### src/rtl/frame_bank_sequencer_if.sv
// Fill handshake between the frame bank sequencer (master) and the SPI
// fill path (slave). fill_bank is held stable while fill_req is high.
interface frame_bank_sequencer_if #(
  parameter int NUM_BANKS = 4
);
  localparam int BANK_W = $clog2(NUM_BANKS);

  logic              fill_req;
  logic [BANK_W-1:0] fill_bank;
  logic              fill_done;

  modport master (output fill_req, output fill_bank, input fill_done);
  modport slave  (input fill_req, input fill_bank, output fill_done);
endinterface

### src/rtl/frame_bank_sequencer.sv
// Frame bank sequencer: manages a ring of NUM_BANKS frame banks between the
// fill path and VGA playback. Requests fills into free banks, selects the
// bank VGA reads from and advances playback every FRAME_REPEAT vsyncs.
// Optional build macro: BANK_SEQ_STATS_EN adds frames_played / underrun_cnt.
//
// state  | meaning
// IDLE   | waiting for an init rising edge, everything at reset values
// PRIME  | filling banks, VGA off until PRIME_DEPTH banks are valid
// PLAY   | VGA on, frame_tick drives the repeat counter and advances
// PAUSE  | VGA on, holding the current bank, fills continue
module frame_bank_sequencer #(
  parameter  int NUM_BANKS    = 4,
  parameter  int PRIME_DEPTH  = 2,
  parameter  int FRAME_REPEAT = 2,
  localparam int BANK_W       = $clog2(NUM_BANKS)
) (
  input  logic                   CLK_40,
  input  logic                   reset,
  input  logic                   init,
  input  logic                   pause_req,
  input  logic                   frame_tick,
  frame_bank_sequencer_if.master fill_if,
  output logic [BANK_W-1:0]      read_bank,
  output logic                   VGA_en,
  output logic [BANK_W:0]        occupancy,
  output logic                   underrun
`ifdef BANK_SEQ_STATS_EN
  ,
  output logic [15:0]            frames_played,
  output logic [7:0]             underrun_cnt
`endif
);

  typedef enum logic [1:0] {ST_IDLE, ST_PRIME, ST_PLAY, ST_PAUSE} state_t;

  localparam logic [BANK_W:0]   OCC_FULL  = (BANK_W+1)'(NUM_BANKS);
  localparam logic [BANK_W:0]   OCC_PRIME = (BANK_W+1)'(PRIME_DEPTH);
  localparam logic [BANK_W:0]   OCC_TWO   = (BANK_W+1)'(2);
  localparam logic [BANK_W-1:0] LAST_BANK = BANK_W'(NUM_BANKS - 1);
  localparam logic [7:0]        REP_LAST  = 8'(FRAME_REPEAT - 1);

  state_t            state_q, state_d;
  logic              init_q, init_d;
  logic [BANK_W-1:0] wr_ptr_q, wr_ptr_d;
  logic [BANK_W-1:0] rd_ptr_q, rd_ptr_d;
  logic [BANK_W:0]   occ_q, occ_d;
  logic              fill_req_q, fill_req_d;
  logic              underrun_q, underrun_d;
  logic [7:0]        rep_q, rep_d;
  logic              init_rise, fill_hit, adv_due, adv_ok;
`ifdef BANK_SEQ_STATS_EN
  logic [15:0]       frames_played_q, frames_played_d;
  logic [7:0]        underrun_cnt_q, underrun_cnt_d;
`endif

  function automatic logic [BANK_W-1:0] bank_next(input logic [BANK_W-1:0] b);
    return (b == LAST_BANK) ? '0 : b + BANK_W'(1);
  endfunction

  // Next-state: restart on init edge, otherwise fill handshake, playback advance and state moves
  always_comb begin
    state_d    = state_q;
    init_d     = init;
    wr_ptr_d   = wr_ptr_q;
    rd_ptr_d   = rd_ptr_q;
    occ_d      = occ_q;
    fill_req_d = fill_req_q;
    underrun_d = underrun_q;
    rep_d      = rep_q;
    init_rise  = init & ~init_q;
    fill_hit   = 1'b0;
    adv_due    = 1'b0;
    adv_ok     = 1'b0;
`ifdef BANK_SEQ_STATS_EN
    frames_played_d = frames_played_q;
    underrun_cnt_d  = underrun_cnt_q;
`endif
    if (init_rise) begin
      // Soft restart also covers the first start from IDLE; a fill_done
      // arriving now is dropped along with the outstanding request.
      state_d    = ST_PRIME;
      wr_ptr_d   = '0;
      rd_ptr_d   = '0;
      occ_d      = '0;
      fill_req_d = 1'b0;
      underrun_d = 1'b0;
      rep_d      = '0;
`ifdef BANK_SEQ_STATS_EN
      frames_played_d = '0;
      underrun_cnt_d  = '0;
`endif
    end else if (state_q != ST_IDLE) begin
      fill_hit = fill_req_q & fill_if.fill_done;
      if (state_q == ST_PLAY && frame_tick) begin
        if (rep_q == REP_LAST) begin
          rep_d   = '0;
          adv_due = 1'b1;
        end else begin
          rep_d = rep_q + 8'd1;
        end
      end
      // The displayed bank is only released when a successor is ready.
      adv_ok = adv_due && (occ_q >= OCC_TWO);
      if (fill_hit) wr_ptr_d = bank_next(wr_ptr_q);
      if (adv_ok)   rd_ptr_d = bank_next(rd_ptr_q);
      if (adv_due && !adv_ok) underrun_d = 1'b1;
      occ_d = occ_q + (BANK_W+1)'(fill_hit) - (BANK_W+1)'(adv_ok);
      if (fill_req_q) fill_req_d = ~fill_if.fill_done;
      else            fill_req_d = (occ_q < OCC_FULL);
`ifdef BANK_SEQ_STATS_EN
      if (adv_ok && frames_played_q != 16'hFFFF)
        frames_played_d = frames_played_q + 16'd1;
      if (adv_due && !adv_ok && underrun_cnt_q != 8'hFF)
        underrun_cnt_d = underrun_cnt_q + 8'd1;
`endif
      case (state_q)
        ST_PRIME: if (occ_q >= OCC_PRIME) state_d = ST_PLAY;
        ST_PLAY:  if (pause_req)          state_d = ST_PAUSE;
        ST_PAUSE: if (!pause_req)         state_d = ST_PLAY;
        default:  ;
      endcase
    end
  end

  // State and datapath registers
  always_ff @(posedge CLK_40 or negedge reset) begin
    if (!reset) begin
      state_q    <= ST_IDLE;
      init_q     <= 1'b0;
      wr_ptr_q   <= '0;
      rd_ptr_q   <= '0;
      occ_q      <= '0;
      fill_req_q <= 1'b0;
      underrun_q <= 1'b0;
      rep_q      <= '0;
    end else begin
      state_q    <= state_d;
      init_q     <= init_d;
      wr_ptr_q   <= wr_ptr_d;
      rd_ptr_q   <= rd_ptr_d;
      occ_q      <= occ_d;
      fill_req_q <= fill_req_d;
      underrun_q <= underrun_d;
      rep_q      <= rep_d;
    end
  end

`ifdef BANK_SEQ_STATS_EN
  // Playback statistics counters
  always_ff @(posedge CLK_40 or negedge reset) begin
    if (!reset) begin
      frames_played_q <= '0;
      underrun_cnt_q  <= '0;
    end else begin
      frames_played_q <= frames_played_d;
      underrun_cnt_q  <= underrun_cnt_d;
    end
  end

  assign frames_played = frames_played_q;
  assign underrun_cnt  = underrun_cnt_q;
`endif

  assign fill_if.fill_req  = fill_req_q;
  assign fill_if.fill_bank = wr_ptr_q;
  assign read_bank         = rd_ptr_q;
  assign VGA_en            = (state_q == ST_PLAY) || (state_q == ST_PAUSE);
  assign occupancy         = occ_q;
  assign underrun          = underrun_q;

endmodule

### src/flat_wrapper.sv
// flat-port wrapper written by rule: the top's interface ports become plain ports
module frame_bank_sequencer_flat 
#(
  parameter  int NUM_BANKS    = 4,
  parameter  int PRIME_DEPTH  = 2,
  parameter  int FRAME_REPEAT = 2,
  localparam int BANK_W       = $clog2(NUM_BANKS)
)
  (CLK_40, reset, init, pause_req, frame_tick, read_bank, VGA_en, occupancy, underrun, fill_if_fill_req, fill_if_fill_bank, fill_if_fill_done);
  frame_bank_sequencer_if #(.NUM_BANKS(NUM_BANKS)) fill_if_i ();
  input  logic CLK_40;
  input  logic reset;
  input  logic init;
  input  logic pause_req;
  input  logic frame_tick;
  output logic [BANK_W-1:0] read_bank;
  output logic VGA_en;
  output logic [BANK_W:0] occupancy;
  output logic underrun;
  output wire logic [$bits(fill_if_i.fill_req)-1:0] fill_if_fill_req;
  output wire logic [$bits(fill_if_i.fill_bank)-1:0] fill_if_fill_bank;
  input wire logic [$bits(fill_if_i.fill_done)-1:0] fill_if_fill_done;
  assign fill_if_fill_req = fill_if_i.fill_req;
  assign fill_if_fill_bank = fill_if_i.fill_bank;
  assign fill_if_i.fill_done = fill_if_fill_done;
  frame_bank_sequencer #(.NUM_BANKS(NUM_BANKS), .PRIME_DEPTH(PRIME_DEPTH), .FRAME_REPEAT(FRAME_REPEAT)) u_core (.CLK_40(CLK_40), .reset(reset), .init(init), .pause_req(pause_req), .frame_tick(frame_tick), .fill_if(fill_if_i), .read_bank(read_bank), .VGA_en(VGA_en), .occupancy(occupancy), .underrun(underrun));
endmodule
### config.mk
export PLATFORM = sky130hd
export DESIGN_NAME = frame_bank_sequencer_flat
export DESIGN_NICKNAME = d
export VERILOG_FILES = /design/src/rtl/frame_bank_sequencer_if.sv /design/src/rtl/frame_bank_sequencer.sv /design/src/flat_wrapper.sv
export SDC_FILE = /design/constraint.sdc
export NUM_CORES = 1
export LEC_CHECK = 0
export CAP_MARGIN = 5
export CORE_UTILIZATION = 57
export CTS_BUF_LIST = sky130_fd_sc_hd__clkbuf_4 sky130_fd_sc_hd__clkbuf_8 sky130_fd_sc_hd__clkbuf_16
export DETAILED_ROUTE_END_ITERATION = 7
export GPL_ROUTABILITY_DRIVEN = 0
export PLACE_DENSITY = 0.85
export SLEW_MARGIN = 15
export SYNTH_ARGS = -nofsm -noshare
export SYNTH_HDL_FRONTEND = slang
export SYNTH_SLANG_ARGS = --single-unit
### constraint.sdc
create_clock -name CLK_40 -period 6 [get_ports CLK_40]
set_clock_uncertainty 0.05 [all_clocks]
set_input_delay 1.2 -clock CLK_40 [delete_from_list [all_inputs] [get_ports CLK_40]]
set_output_delay 1.2 -clock CLK_40 [all_outputs]
set_load 0.005 [all_outputs]
==> results.json, run 1 <==
{
  "rr_endpoint": "u_core.occupancy[2]$_DFFE_PN0P_",
  "post-route-cell-area_sq_um": 1310,
  "clockPowerShare_pct": 13.2,
  "area_growth_pct": 16.4,
  "synth_commonest_cells": "dfrtp_1 (20), nand2_1 (12), nor2_1 (10), ha_1 (7)",
  "vias": 864,
  "r2r-start": "u_core.rep_q[1]$_DFFE_PN0P_",
  "max_cap_viol_count": 0,
  "post-route-period-util_pct": 58.0,
  "die_w_microns": 46.4,
  "power.switching_mw": 0.178,
  "clock_latency_ns": 0.30,
  "yosysMostFrequentCell": "dfrtp_1",
  "reg2reg_depth": 13,
  "cp-endpoint": "u_core.occupancy[2]$_DFFE_PN0P_",
  "cts_root_buf": "clkbuf_4",
  "min_path_type": "reg -> reg",
  "first_pass_iters": 4,
  "end_kind": "register",
  "cp.required_ns": 6.16,
  "seqPwrFrac_pct": 42.9,
  "wire_per_inst_microns": 14.7,
  "yosys-top-cells-area": "dfrtp_1 (45%), ha_1 (7.8%), nand2_1 (4.0%)",
  "antenna_found_initial": 0,
  "tns_ns": 0,
  "critPathLaunchType": "primary input",
  "die_area_sq_um": 2150,
  "cts_resized": 0,
  "synth_area_leader_cell": "dfrtp_1",
  "grt_max_degree": 21,
  "synth-seq-cells": 20,
  "maxSlewViolCount": 0,
  "start_util_pct": 63.0,
  "nNetsFinal": 140,
  "routed_wl_microns": 2180,
  "switching_share_pct": 37.4,
  "remaining_drc_errors": 0,
  "tightest_slew_ns": 0.981,
  "yosysSeqAreaShare_pct": 44.5,
  "cts_hold_buffers": 0,
  "maxSlewHeadroom_pct": 34.5,
  "hold_viol": 0,
  "yosysUniqueCellTypes": 39,
  "multi_input_area_sq_um": 581,
  "cp_max_fo": 7,
  "async_flop_share_pct": 100,
  "nFillCells": 138,
  "setup_viol": 0,
  "drt_iter0_drc": 12,
  "rows": 15,
  "grt.total_usage_pct": 23.2,
  "peakVddDrop_mv": 0.278,
  "avgSynthCellArea_sq_um": 10.3,
  "drive_gt1_share_pct": 8.87,
  "period_minus_slack_ns": 3.48,
  "synth_nets": 123,
  "cts_made_buffers": 3,
  "regArea_sq_um": 500,
  "cp-startpoint": "frame_tick",
  "grt_setup_unrepaired": "no",
  "place_area_sq_um": 1280,
  "p_comb_share_pct": 43.9,
  "clk_pin_slew_ns": 0.10,
  "p_leak_nw": 0.595,
  "cts_setup_buffers": 0,
  "insertedDiodeCount": 0,
  "avgViaCountPerCell": 5.80,
  "outcome": "finished clean",
  "dieHeight_microns": 46.4,
  "rrSetupSlack_ns": 3.28,
  "synth_cells": 109,
  "place.port_buffers": 15,
  "detail-route-antenna-nets": 0,
  "power.density_nw_per_um2": 363,
  "grt.overflow.total": 0,
  "worstPathArrival_ns": 3.64,
  "clk_path_buf_depth": 2,
  "yosysTopAreaCellShare_pct": 44.5,
  "cts_sinks": 20,
  "core_sq_um": 1780,
  "synth_edf_count": 0,
  "p_int_mw": 0.297,
  "fmax_mhz": 287,
  "grt_pass1_vias": 789,
  "ys.flop_type": "dfrtp_1",
  "io_pins": 16,
  "path_class": "in -> reg",
  "htree_levels": 1,
  "place.detailed.hpwl_microns": 1630,
  "cts_tree": "yes",
  "syn_area_sq_um": 1120,
  "yosysWarnings": 0,
  "grt_pass1_wl_microns": 3420
}
## worst max-delay path, stage by stage
cell and delay [ns]:
clkdlybuf4s50_1 0.49, and3b_1 0.33, nand3_4 0.14, nor2_4 0.15, ha_1 0.25, inv_1 0.06, ha_1 0.13, inv_1 0.05
fa_1 0.38, xor2_1 0.17, nor2_1 0.06, a211oi_1 0.23
## per-stage QoR
stage	std cells	hold WS, ns	setup slack (ns)	power [mW]	util, %
3_5_place_dp	146	0.434	2.23	0.416	72.1
5_1_grt	149	0.502	2.39	0.514	73.3
3_3_place_gp	146	0.433	2.36	0.403	72.1
2_1_floorplan	109	0.435	2.99	0.335	-
4_1_cts	149	0.463	2.53	0.478	73.3
6_report	149	0.457	2.52	0.475	73.3
## logic make-up after synthesis
group | count (synthesis) | share of synthesized area, %
AOI/OAI and AO/OA | 21 | 12.4
muxes | 4 | 3.56
buffers and inverters | 9 | 3.79
and+or+nand+nor | 42 | 22.3
DFF | 20 | 44.5
adders and majority gates | 8 | 9.58
xor gates and xnor gates | 5 | 3.90
## layout make-up
cell class / instances / share of cell area [%]
Clock buffer: 3 / 1.72
Sequential cell: 20 / 38.3
Timing Repair Buffer: 15 / 11.5
Multi-Input combinational cell: 80 / 44.4
Inverter: 6 / 1.72
Tap cell: 25 / 2.39
## metal layers
layer / up-vias / routed length (microns) / track usage, %
li1: 416 / - / -
met1: 414 / 1000 / 29.5
met2: 25 / 1030 / 36.4
met3: 9 / 91 / 4.71
met4: 0 / 58 / 12.9
met5: - / 0 / 0
## state kept, by name, indices dropped and copies added, names as in the netlist
name	cells
u_core.state_q	2
u_core.occupancy	3
u_core.init_q	1
u_core.read_bank	2
u_core.rep_q	8
u_core.fill_if.fill_req	1
u_core.underrun	1
u_core.fill_if.fill_bank	2
## power groups by stage
stage / logic [mW] / registers (mW) / clock network [mW]
floorplan: 0.134 / 0.201 / 0
global placement: 0.198 / 0.205 / 0
detailed placement: 0.209 / 0.207 / 0
CTS: 0.210 / 0.204 / 0.0640
global route: 0.237 / 0.209 / 0.0683
finish: 0.209 / 0.204 / 0.0629
## cells in the final DEF, fill, tap and decap left out, drive strengths merged, types with 2 or more instances in the layout
cell,instances
xor2,5
and3,3
o21ai,3
o2111ai,2
a211oi,3
inv,6
dfrtp,20
nand2,13
nor3,3
clkbuf,3
clkdlybuf4s50,15
nand3,3
a21oi,6
mux2i,4
ha,7
nor2,11
or3,2
## worst min path at each step
stage                                           start                     endpoint  cells past startpoint
final                     u_core.underrun$_DFFE_PN0P_  u_core.underrun$_DFFE_PN0P_                      1
after global routing      u_core.underrun$_DFFE_PN0P_  u_core.underrun$_DFFE_PN0P_                      1
after CTS                 u_core.underrun$_DFFE_PN0P_  u_core.underrun$_DFFE_PN0P_                      1
after detailed placement  u_core.underrun$_DFFE_PN0P_  u_core.underrun$_DFFE_PN0P_                      1
after global placement    u_core.underrun$_DFFE_PN0P_  u_core.underrun$_DFFE_PN0P_                      1
after floorplan           u_core.rep_q[6]$_DFFE_PN0P_  u_core.rep_q[6]$_DFFE_PN0P_                      1
(Power assumes the default switching activity.)
==> inputs of run 2 (changes only) <==
--- a/config.mk
+++ b/config.mk
@@ -6,11 +6,11 @@
 export NUM_CORES = 1
 export LEC_CHECK = 0
 export CAP_MARGIN = 5
-export CORE_UTILIZATION = 57
+export CORE_UTILIZATION = 48
 export CTS_BUF_LIST = sky130_fd_sc_hd__clkbuf_4 sky130_fd_sc_hd__clkbuf_8 sky130_fd_sc_hd__clkbuf_16
 export DETAILED_ROUTE_END_ITERATION = 7
 export GPL_ROUTABILITY_DRIVEN = 0
-export PLACE_DENSITY = 0.85
+export PLACE_DENSITY = 0.76
 export SLEW_MARGIN = 15
 export SYNTH_ARGS = -nofsm -noshare
 export SYNTH_HDL_FRONTEND = slang
==> constraint.sdc (replaced) <==
create_clock -name CLK_40 -period 3.1 [get_ports CLK_40]
set_clock_uncertainty 0.05 [all_clocks]
set_input_delay 0.62 -clock CLK_40 [delete_from_list [all_inputs] [get_ports CLK_40]]
set_output_delay 0.62 -clock CLK_40 [all_outputs]
set_load 0.005 [all_outputs]
==> run 2 against run 1 <==
Routed wire length down 1.6%; setup slack lost 2.1 ns; combinational power up 93%; largest power group unchanged.
==> results.json, run 2 (synthesis results as in run 1) <==
{
  "nNetsFinal": 142,
  "clock_latency_ns": 0.30,
  "min_path_type": "reg -> reg",
  "dieHeight_microns": 50.4,
  "peakVddDrop_mv": 0.545,
  "start_util_pct": 50.8,
  "hold_end": "u_core.underrun$_DFFE_PN0P_",
  "reg2reg_depth": 13,
  "drive_gt1_share_pct": 10.3,
  "cts_made_buffers": 3,
  "period_minus_slack_ns": 2.67,
  "cts_resized": 0,
  "use_met2_pct": 30.7,
  "hold_viol": 0,
  "finalPower_mw": 0.921,
  "clk_pin_slew_ns": 0.11,
  "outcome": "finished clean",
  "cts_root_buf": "clkbuf_4",
  "worstPathArrival_ns": 2.83,
  "maxSlewHeadroom_pct": 43.2,
  "busiest_layer": "met2",
  "cts_tree": "yes",
  "grt.overflow.total": 0,
  "first_pass_iters": 4,
  "cts_setup_buffers": 0,
  "path_class": "in -> reg",
  "grt_pass1_wl_microns": 3830,
  "cp.required_ns": 3.26,
  "detail-route-antenna-nets": 0,
  "rrSetupSlack_ns": 0.47,
  "min_from": "u_core.underrun$_DFFE_PN0P_",
  "htree_levels": 1,
  "avgViaCountPerCell": 5.53,
  "drt_iter0_drc": 8,
  "clk_path_buf_depth": 2,
  "post-route-period-util_pct": 86.0,
  "wire_per_inst_microns": 14.0,
  "dp_cells": 151,
  "critPathLaunchType": "primary input",
  "regMostFlops": "u_core.rep_q",
  "dp_slack_ns": 0.103,
  "nFillCells": 194,
  "use_met3_pct": 3.33,
  "p_leak_nw": 0.606,
  "insertedDiodeCount": 0,
  "end_kind": "register",
  "die_w_microns": 50.4,
  "max_cap_viol_count": 0,
  "routed_wl_microns": 2150,
  "fin_cells": 154,
  "holdPathStages": 1,
  "place.detailed.hpwl_microns": 1620,
  "grt_setup_unrepaired": "no",
  "holdWs_ns": 0.463,
  "r2r-start": "u_core.rep_q[1]$_DFFE_PN0P_",
  "grt_util_met1_pct": 26.9,
  "tns_ns": 0,
  "grt_max_degree": 21,
  "rr_endpoint": "u_core.occupancy[2]$_DFFE_PN0P_",
  "final_cell_mix": "dfrtp_1 (20), clkdlybuf4s50_1 (15), nand2_1 (12)",
  "cp_max_fo": 3,
  "grt.total_usage_pct": 20.1,
  "layout_commonest_cell": "dfrtp_1",
  "power.density_nw_per_um2": 695,
  "rows": 17,
  "vias": 851,
  "place.port_buffers": 15,
  "remaining_drc_errors": 0,
  "die_area_sq_um": 2540,
  "grt_pass1_vias": 840,
  "largest_reg_flops": 8,
  "finalWorstSetupSlack_ns": 0.433,
  "io_pins": 16,
  "cts_hold_buffers": 0,
  "antenna_found_initial": 0,
  "tightest_slew_ns": 0.849,
  "setup_viol": 0,
  "core_sq_um": 2210,
  "maxSlewViolCount": 0,
  "cts_sinks": 20,
  "area_growth_pct": 18.0,
  "fmax_mhz": 375
}
==> run 2: final cells by class <==
cell class,count,area (sq um),area share [%]
multi-input combinational,80,581,43.8
inverter,6,22.5,1.70
clock buffer,3,22.5,1.70
timing repair buffer,17,165,12.5
sequential,20,500,37.7
tap,28,35.0,2.64
==> run 2: critical path, cell delays in order <==
cell and delay [ns]:
clkdlybuf4s50_1 0.48, and3b_1 0.23, nand3_4 0.11, nor2_4 0.14, ha_1 0.24, inv_1 0.05, ha_1 0.14, inv_1 0.05
fa_1 0.37, xor2_1 0.14, nor2_1 0.05, a211oi_1 0.22
==> run 2: worst max path at each step <==
| stage | endpoint | cells past startpoint | start | slack [ns] |
|---|---|---|---|---|
| after floorplan | u_core.occupancy[2]$_DFFE_PN0P_ | 12 | frame_tick | 0.67 |
| after CTS | u_core.occupancy[2]$_DFFE_PN0P_ | 12 | frame_tick | 0.42 |
| after detailed placement | u_core.occupancy[2]$_DFFE_PN0P_ | 12 | frame_tick | 0.10 |
| final | u_core.occupancy[2]$_DFFE_PN0P_ | 12 | frame_tick | 0.43 |
| after global placement | u_core.occupancy[2]$_DFFE_PN0P_ | 12 | frame_tick | 0.17 |
| after global routing | u_core.occupancy[2]$_DFFE_PN0P_ | 13 | u_core.rep_q[1]$_DFFE_PN0P_ | 0.23 |
==> run 2: through the flow <==
| step | utilization [%] | area [sq um] |
|---|---|---|
| detailed placement | 58.9 | 1300 |
| floorplan | - | 1120 |
| CTS | 60.0 | 1330 |
| global route | 60.0 | 1330 |
| finish | 60.0 | 1330 |
| global placement | 58.9 | 1300 |
==> run 2: metal layers <==
metal / share of wire [%] / routed length (microns)
met1: 50 / 1070
met4: 1.3 / 29
met2: 46 / 992
met5: 0 / 0
met3: 2.9 / 62
==> run 2: where the power goes <==
part	leakage [nW]	total [mW]	internal [mW]	switching (mW)
clock network	0.0138	0.123	0.0453	0.0777
logic	0.327	0.404	0.210	0.193
registers	0.265	0.395	0.323	0.0721
==> inputs of run 3 (changes only) <==
--- a/config.mk
+++ b/config.mk
@@ -6,6 +6,7 @@
 export NUM_CORES = 1
 export LEC_CHECK = 0
 export CAP_MARGIN = 5
+export CORE_MARGIN = 5
 export CORE_UTILIZATION = 48
 export CTS_BUF_LIST = sky130_fd_sc_hd__clkbuf_4 sky130_fd_sc_hd__clkbuf_8 sky130_fd_sc_hd__clkbuf_16
 export DETAILED_ROUTE_END_ITERATION = 7
==> run 3 against run 2 <==
Register-to-register slack gained 0.04 ns; first-iteration DRC count rose to 2.6 times the previous value; hold slack lost 0.0052 ns; critical endpoint unchanged; largest cell class unchanged.
==> results.json, run 3 (synthesis results as in run 1) <==
{
  "start_util_pct": 50.3,
  "cts_hold_buffers": 0,
  "place.detailed.hpwl_microns": 1660,
  "regMostFlops": "u_core.rep_q",
  "final_util_pct": 59.4,
  "maxSlewHeadroom_pct": 41.1,
  "largest_reg_flops": 8,
  "die_w_microns": 58.4,
  "final_cell_mix": "dfrtp_1 (20), clkdlybuf4s50_1 (15), nand2_1 (12)",
  "critPathLaunchType": "primary input",
  "fmax_mhz": 378,
  "drt_iter0_drc": 21,
  "nFillCells": 195,
  "io_pins": 16,
  "avgViaCountPerCell": 5.54,
  "peakVddDrop_mv": 0.370,
  "cp_slowest_cell": "clkdlybuf4s50_1",
  "grt.total_usage_pct": 14.6,
  "drive_gt1_share_pct": 10.3,
  "layout_commonest_cell": "dfrtp_1",
  "grt_setup_unrepaired": "no",
  "dieHeight_microns": 58.4,
  "power.density_nw_per_um2": 691,
  "worstPathArrival_ns": 2.80,
  "hold_viol": 0,
  "min_path_type": "reg -> reg",
  "tightest_slew_ns": 0.880,
  "antenna_found_initial": 0,
  "finalWorstSetupSlack_ns": 0.457,
  "die_area_sq_um": 3410,
  "p_leak_nw": 0.606,
  "vias": 853,
  "routed_wl_microns": 2170,
  "finalPower_mw": 0.916,
  "maxSlewViolCount": 0,
  "place.port_buffers": 15,
  "dp_slack_ns": 0.131,
  "nNetsFinal": 142,
  "rows": 17,
  "outcome": "finished clean",
  "setup_viol": 0,
  "wire_per_inst_microns": 14.1,
  "cp_cell_sequence": "clkdlybuf4s50_1 > and3b_1 > nand3_4 > nor2_4 > ha_1 > inv_1 > ha_1 > inv_1 > fa_1 > xor2_1 > nor2_1 > a211oi_1",
  "cts_tree": "yes",
  "grt_max_degree": 21,
  "detail-route-antenna-nets": 0,
  "first_pass_iters": 6,
  "post-route-period-util_pct": 85.3,
  "clock_latency_ns": 0.29,
  "remaining_drc_errors": 0,
  "cp.required_ns": 3.26,
  "core_sq_um": 2230,
  "cp_max_fo": 3,
  "clk_pin_slew_ns": 0.11,
  "cts_resized": 0,
  "end_kind": "register",
  "period_minus_slack_ns": 2.64,
  "insertedDiodeCount": 0,
  "cts_sinks": 20,
  "slowest_delay_ns": 0.47,
  "cts_made_buffers": 3,
  "grt_pass1_wl_microns": 3820,
  "cts_setup_buffers": 0,
  "max_cap_viol_count": 0,
  "tns_ns": 0,
  "grt_pass1_vias": 856,
  "clk_path_buf_depth": 2,
  "htree_levels": 1,
  "grt.overflow.total": 0,
  "path_class": "in -> reg",
  "area_growth_pct": 18.0,
  "cts_root_buf": "clkbuf_4"
}
[run 3: cell counts in the layout (fill, tap and decap cells not counted)]
No cell type changed its count.
[run 3: stage by stage]
stage	hold slack, ns	cells	area (sq um)
final	0.457	154	1330
after detailed placement	0.429	151	1300
after CTS	0.464	154	1330
after global placement	0.434	151	1300
after floorplan	0.274	109	1120
after global routing	0.477	154	1330
[run 3: worst paths after layout]
check                                             from                              end  slack [ns]  cells after the start
min reg2reg                u_core.underrun$_DFFE_PN0P_      u_core.underrun$_DFFE_PN0P_        0.46                      1
max                                         frame_tick  u_core.occupancy[2]$_DFFE_PN0P_        0.46                     12
min in group asynchronous                        reset      u_core.rep_q[2]$_DFFE_PN0P_        0.77                      1
max reg2reg                u_core.rep_q[1]$_DFFE_PN0P_  u_core.occupancy[2]$_DFFE_PN0P_        0.51                     13
min                        u_core.underrun$_DFFE_PN0P_      u_core.underrun$_DFFE_PN0P_        0.46                      1
max in group asynchronous                        reset  u_core.occupancy[1]$_DFFE_PN0P_        1.70                      1
[run 3: area by class of cell]
type	instances	area [sq um]	share of cell area, %
inverter	6	22.5	1.70
timing repair buffer	17	165	12.5
tap	28	35.0	2.64
sequential	20	500	37.7
clock buffer	3	22.5	1.70
multi-input combinational	80	581	43.8
[run 3: worst max-delay path, delay by kind of cell]
| kind | cells | cell delay, ns |
|---|---|---|
| buf+inv | 3 | 0.57 |
| xor+xnor | 1 | 0.14 |
| fa+ha+maj | 3 | 0.75 |
| compound gates | 1 | 0.20 |
| simple gates | 4 | 0.52 |
[run 3: layer usage]
metal  vias to the layer above  track usage [%]  part of all wire, %
met5                         -                0                    0
met4                         0             7.28                  1.9
met3                         4             2.85                  4.8
met2                        26             23.9                   48
met1                       408             18.2                   46
li1                        415                -                    -
[run 3: power breakdown]
| group | leakage [nW] | switching [mW] | internal [mW] |
|---|---|---|---|
| logic | 0.327 | 0.190 | 0.211 |
| registers | 0.265 | 0.0733 | 0.322 |
| clock network | 0.0138 | 0.0742 | 0.0451 |
| total | 0.606 | 0.337 | 0.579 |
